<file path="src/rtl/reg_sel_sequencer_if.sv">
// reg_sel_sequencer_if: register-index handshake between sequencer (master) and decoder (slave)
interface reg_sel_sequencer_if;
  logic [3:0] reg_idx;
  logic       idx_valid;
  logic       idx_write;
  logic       idx_ready;
  modport master (output reg_idx, idx_valid, idx_write, input idx_ready);
  modport slave (input reg_idx, idx_valid, idx_write, output idx_ready);
endinterface

</file>
<file path="src/rtl/reg_sel_sequencer.sv">
// reg_sel_sequencer: latches IR, extracts fields, issues register operands as indexed beats.
// Optional SEL_R0_SKIP_EN: read beats to register 0 are dropped without a handshake.
module reg_sel_sequencer #(
  parameter int          C_WIDTH  = 19,
  parameter logic [31:0] IR_RESET = 32'h0000_0000
) (
  input  logic                 clk,
  input  logic                 clr_n,
  input  logic [31:0]          ir_in,
  input  logic                 ir_load,
  input  logic                 start,
  reg_sel_sequencer_if.master  sel,
  output logic [31:0]          ir_q,
  output logic [31:0]          c_sext,
  output logic                 busy,
  output logic                 done
);
  typedef enum logic [2:0] {IDLE, BEAT1, BEAT2, BEAT3, DONE} state_t;
  state_t state, state_n, nxt;
  logic [1:0] cls, slot;
  logic [3:0] ra, rb, rc;
  logic [2:0][3:0] s_idx;
  logic [2:0] s_wr, s_en, rem;
  logic beat_n;
  assign cls    = ir_q[31:30];
  assign ra     = ir_q[26:23];
  assign rb     = ir_q[22:19];
  assign rc     = ir_q[18:15];
  assign c_sext = {{(32-C_WIDTH){ir_q[C_WIDTH-1]}}, ir_q[C_WIDTH-1:0]};
  assign busy   = state != IDLE;
  // Three beat slots per class; slot k maps to state BEAT(k+1), disabled slots are skipped.
  always_comb begin
    s_idx[0] = rb;
    s_wr[0]  = 1'b0;
    s_en[0]  = cls != 2'b11;
    s_idx[1] = cls == 2'b00 ? rc : ra;
    s_wr[1]  = cls == 2'b01;
    s_en[1]  = cls != 2'b11;
    s_idx[2] = ra;
    s_wr[2]  = 1'b1;
    s_en[2]  = cls == 2'b00;
`ifdef SEL_R0_SKIP_EN
    s_en[0]  = s_en[0] & (|s_idx[0]);
    s_en[1]  = s_en[1] & (s_wr[1] | (|s_idx[1]));
`else
    s_en[2]  = s_en[2];
`endif
    rem = state == IDLE  ? s_en :
          state == BEAT1 ? s_en & 3'b110 :
          state == BEAT2 ? s_en & 3'b100 : 3'b000;
    nxt = rem[0] ? BEAT1 : rem[1] ? BEAT2 : rem[2] ? BEAT3 : DONE;
    state_n = state == IDLE ? ((start && !ir_load) ? nxt : IDLE) :
              state == DONE ? IDLE :
              (sel.idx_valid && sel.idx_ready) ? nxt : state;
    beat_n = state_n == BEAT1 || state_n == BEAT2 || state_n == BEAT3;
    slot   = state_n == BEAT2 ? 2'd1 : state_n == BEAT3 ? 2'd2 : 2'd0;
  end
  always_ff @(posedge clk or negedge clr_n) begin
    if (!clr_n) begin
      state         <= IDLE;
      ir_q          <= IR_RESET;
      sel.reg_idx   <= '0;
      sel.idx_valid <= 1'b0;
      sel.idx_write <= 1'b0;
      done          <= 1'b0;
    end else begin
      state         <= state_n;
      sel.idx_valid <= beat_n;
      sel.reg_idx   <= beat_n ? s_idx[slot] : 4'd0;
      sel.idx_write <= beat_n & s_wr[slot];
      done          <= state_n == DONE;
      if (state == IDLE && ir_load) ir_q <= ir_in;
    end
  end
endmodule

</file>
<file path="src/flat_wrapper.sv">
// flat-port wrapper written by rule: the top's interface ports become plain ports
module reg_sel_sequencer_flat 
#(
  parameter int          C_WIDTH  = 19,
  parameter logic [31:0] IR_RESET = 32'h0000_0000
)
  (clk, clr_n, ir_in, ir_load, start, ir_q, c_sext, busy, done, sel_reg_idx, sel_idx_valid, sel_idx_write, sel_idx_ready);
  reg_sel_sequencer_if sel_i ();
  input  logic clk;
  input  logic clr_n;
  input  logic [31:0] ir_in;
  input  logic ir_load;
  input  logic start;
  output logic [31:0] ir_q;
  output logic [31:0] c_sext;
  output logic busy;
  output logic done;
  output wire logic [$bits(sel_i.reg_idx)-1:0] sel_reg_idx;
  output wire logic [$bits(sel_i.idx_valid)-1:0] sel_idx_valid;
  output wire logic [$bits(sel_i.idx_write)-1:0] sel_idx_write;
  input wire logic [$bits(sel_i.idx_ready)-1:0] sel_idx_ready;
  assign sel_reg_idx = sel_i.reg_idx;
  assign sel_idx_valid = sel_i.idx_valid;
  assign sel_idx_write = sel_i.idx_write;
  assign sel_i.idx_ready = sel_idx_ready;
  reg_sel_sequencer #(.C_WIDTH(C_WIDTH), .IR_RESET(IR_RESET)) u_core (.clk(clk), .clr_n(clr_n), .ir_in(ir_in), .ir_load(ir_load), .start(start), .sel(sel_i), .ir_q(ir_q), .c_sext(c_sext), .busy(busy), .done(done));
endmodule
</file>
<file path="config.mk">
export PLATFORM = sky130hd
export DESIGN_NAME = reg_sel_sequencer_flat
export DESIGN_NICKNAME = d
export VERILOG_FILES = /design/src/rtl/reg_sel_sequencer_if.sv /design/src/rtl/reg_sel_sequencer.sv /design/src/flat_wrapper.sv
export SDC_FILE = /design/constraint.sdc
export NUM_CORES = 1
export LEC_CHECK = 0
export CAP_MARGIN = 20
export CORE_UTILIZATION = 42
export CTS_CLUSTER_DIAMETER = 50
export DETAILED_ROUTE_END_ITERATION = 10
export PLACE_DENSITY = 0.85
export SLEW_MARGIN = 20
export SYNTH_ARGS = -nofsm -noshare
export SYNTH_HDL_FRONTEND = slang
export SYNTH_SLANG_ARGS = --single-unit
</file>
<file path="constraint.sdc">
create_clock -name clk -period 2.9 [get_ports clk]
set_input_delay 0.58 -clock clk [delete_from_list [all_inputs] [get_ports clk]]
set_output_delay 0.58 -clock clk [all_outputs]
set_load 0.1 [all_outputs]
</file>
==> results.ini <==
[global_route]
antenna_found_initial=0
grt_max_degree=43
grt_pass1_vias=1414
grt_pass1_wl_um=6730
grt_use_total_pct=17.1
grt-ovfl-total=0

[setup_path]
crit_path_end_kind=primary output
cp_max_fo=12
path_cells=nor3_1, inv_1, buf_4
cp-start-kind=flop
required_ns=2.32
crit_path_max_incr_delay_ns=0.52
arrival_ns=1.52
path_class=flop to primary output
cp_slowest_cell=dfrtp_1

[cts]
cts_buffers=5
cts_setup_buffers=0
clock_latency_ns=0.29
h-tree-depth=2
clkTransAtPathRegs_ns=0.08
cts_tree=built
ctsHoldBuffers=0
cts_max_path_buffers=2
root_buffer=clkbuf_8
ctsResizeCount=0
clock_sinks=42

[synthesis]
ys_types=29
yosys_register_bits=42
synth_edf_count=0
yosysSeqAreaShare_pct=51.4
synth_nets=201
synth_area_mm2=0.00204
synth_top_flop_cell=dfrtp_1
postSynthAreaPerCell_um2=12.5
synthArstFlopShare_pct=100
yosys_warnings=0
synth_cells=164

[job]
maxCapViolCount=0

[timing]
hold_viol=0
worst_slew_pin_slew_ns=0.930
setup_tns_ns=0
rsz0062_at_grt=no
period_needed_ns=2.10
finalSetupViolCount=0
clock_skew_ns=0.00548
fmax_mhz=477
setup_ws_ns=0.805
slew_headroom_pct=38.0
drv_slew=0
fin_crit_sh_pct=72.3

[cells_and_area]
nets=278
fin_util_pct=60.4
diodes=0
drive_gt1_share_pct=49.2
area_delta_synth_final_pct=38.6
final_common_cell=buf_4
layout_common_cells=75 x buf_4, 42 x dfrtp_1, 35 x clkdlybuf4s50_1

[route]
antenna_left=0
dr_total_vias=1450
drt_wl_total_um=4290
remaining_drc_errors=0
wl_per_cell_um=14.5
drtPass1Iterations=6
viasPerCell=4.90
drt_iter0_markers=64

[die]
io_pins=109
core_mm2=0.00469
die_h_um=71.8
fp-row-count=25
die_area_mm2=0.00515
start_util_pct=43.5
die_w_um=71.8

[placed_design]
gp_congestion=0.747
dpl.hpwl_um=3080
dp_slack_ns=0.667
port_buffers=108

[hold_path]
min_path_type=input pin to async pin

[status]
status=finished clean

[worst paths after layout]
| kind | start | endpoint | slack [ns] | cells after the start |
|---|---|---|---|---|
| max in group asynchronous | clr_n | u_core.ir_q[21] | 1.89 | 1 |
| min in group clk | u_core.ir_q[29] | u_core.ir_q[29] | 0.49 | 1 |
| worst max register to register | u_core.state[1] | u_core.ir_q[11] | 0.91 | 4 |
| worst min register to register | u_core.ir_q[29] | u_core.ir_q[29] | 0.49 | 1 |
| worst min-delay path | clr_n | u_core.ir_q[11] | 0.43 | 1 |
| worst max-delay path | u_core.state[1] | busy | 0.80 | 3 |
[cell usage after synthesis (3+ instances only)]
cell type | number | area share, %
buf_4 | 32 | 12
a211oi_2 | 4 | 2.4
o21ai_0 | 3 | 0.73
nor2_1 | 5 | 0.92
a21oi_1 | 7 | 1.7
nand2_1 | 4 | 0.73
mux2_1 | 5 | 2.8
buf_2 | 6 | 1.5
nor3_1 | 3 | 0.73
mux2_2 | 26 | 14
inv_1 | 3 | 0.55
dfrtp_1 | 42 | 51
mux2i_1 | 4 | 2.0
[layer usage]
metal	GRT usage, %	up-vias	share of wire (%)
met3	5.49	4	5.8
met5	0	-	0
met2	29.7	57	52
li1	-	688	-
met1	19.8	701	41
met4	6.10	0	0.93
[critical path: cells and delay by family (launching register included)]
family                 cells  cell delay, ns
flip-flops                 1            0.52
AND/OR/NAND/NOR            1            0.40
buffers and inverters      2            0.31
[kinds of logic (layout without fill, tap and decap cells)]
logic type                 after synthesis  in the layout  synth area share [%]
buffers and inverters                   44            122                  15.1
adders and majority gates                1              1                 0.551
DFF                                     42             42                  51.4
and+or+nand+nor                         20             20                  5.33
AOI/OAI and AO/OA                       22             22                  8.57
muxes                                   35             35                  19.0
[final cells by class]
type	count	area, µm²
well taps	54	67.6
flip-flops and latches	42	1050
clock buffers	6	82.6
repair buffers	111	918
clock inverters	2	12.5
multi-input cells	78	689
inverters	3	11.3
fillers	403	1860
[stage by stage]
step	std cells	hold WS, ns	cell area [µm²]
global route	296	0.495	2830
CTS	296	0.455	2830
floorplan	164	0.284	2040
finish	296	0.428	2830
global placement	288	0.471	2740
detailed placement	288	0.476	2740
[state kept, by name, summed over array words and instances (netlist names)]
signal and cells:
u_core.done 1, u_core.sel.idx_write 1, u_core.ir_q 32, u_core.sel.idx_valid 1
u_core.sel.reg_idx 4, u_core.state 3
Power is left out: the tool's default activity adds up to more than one toggle a clock period on the data nets, which glitch-free logic cannot reach.
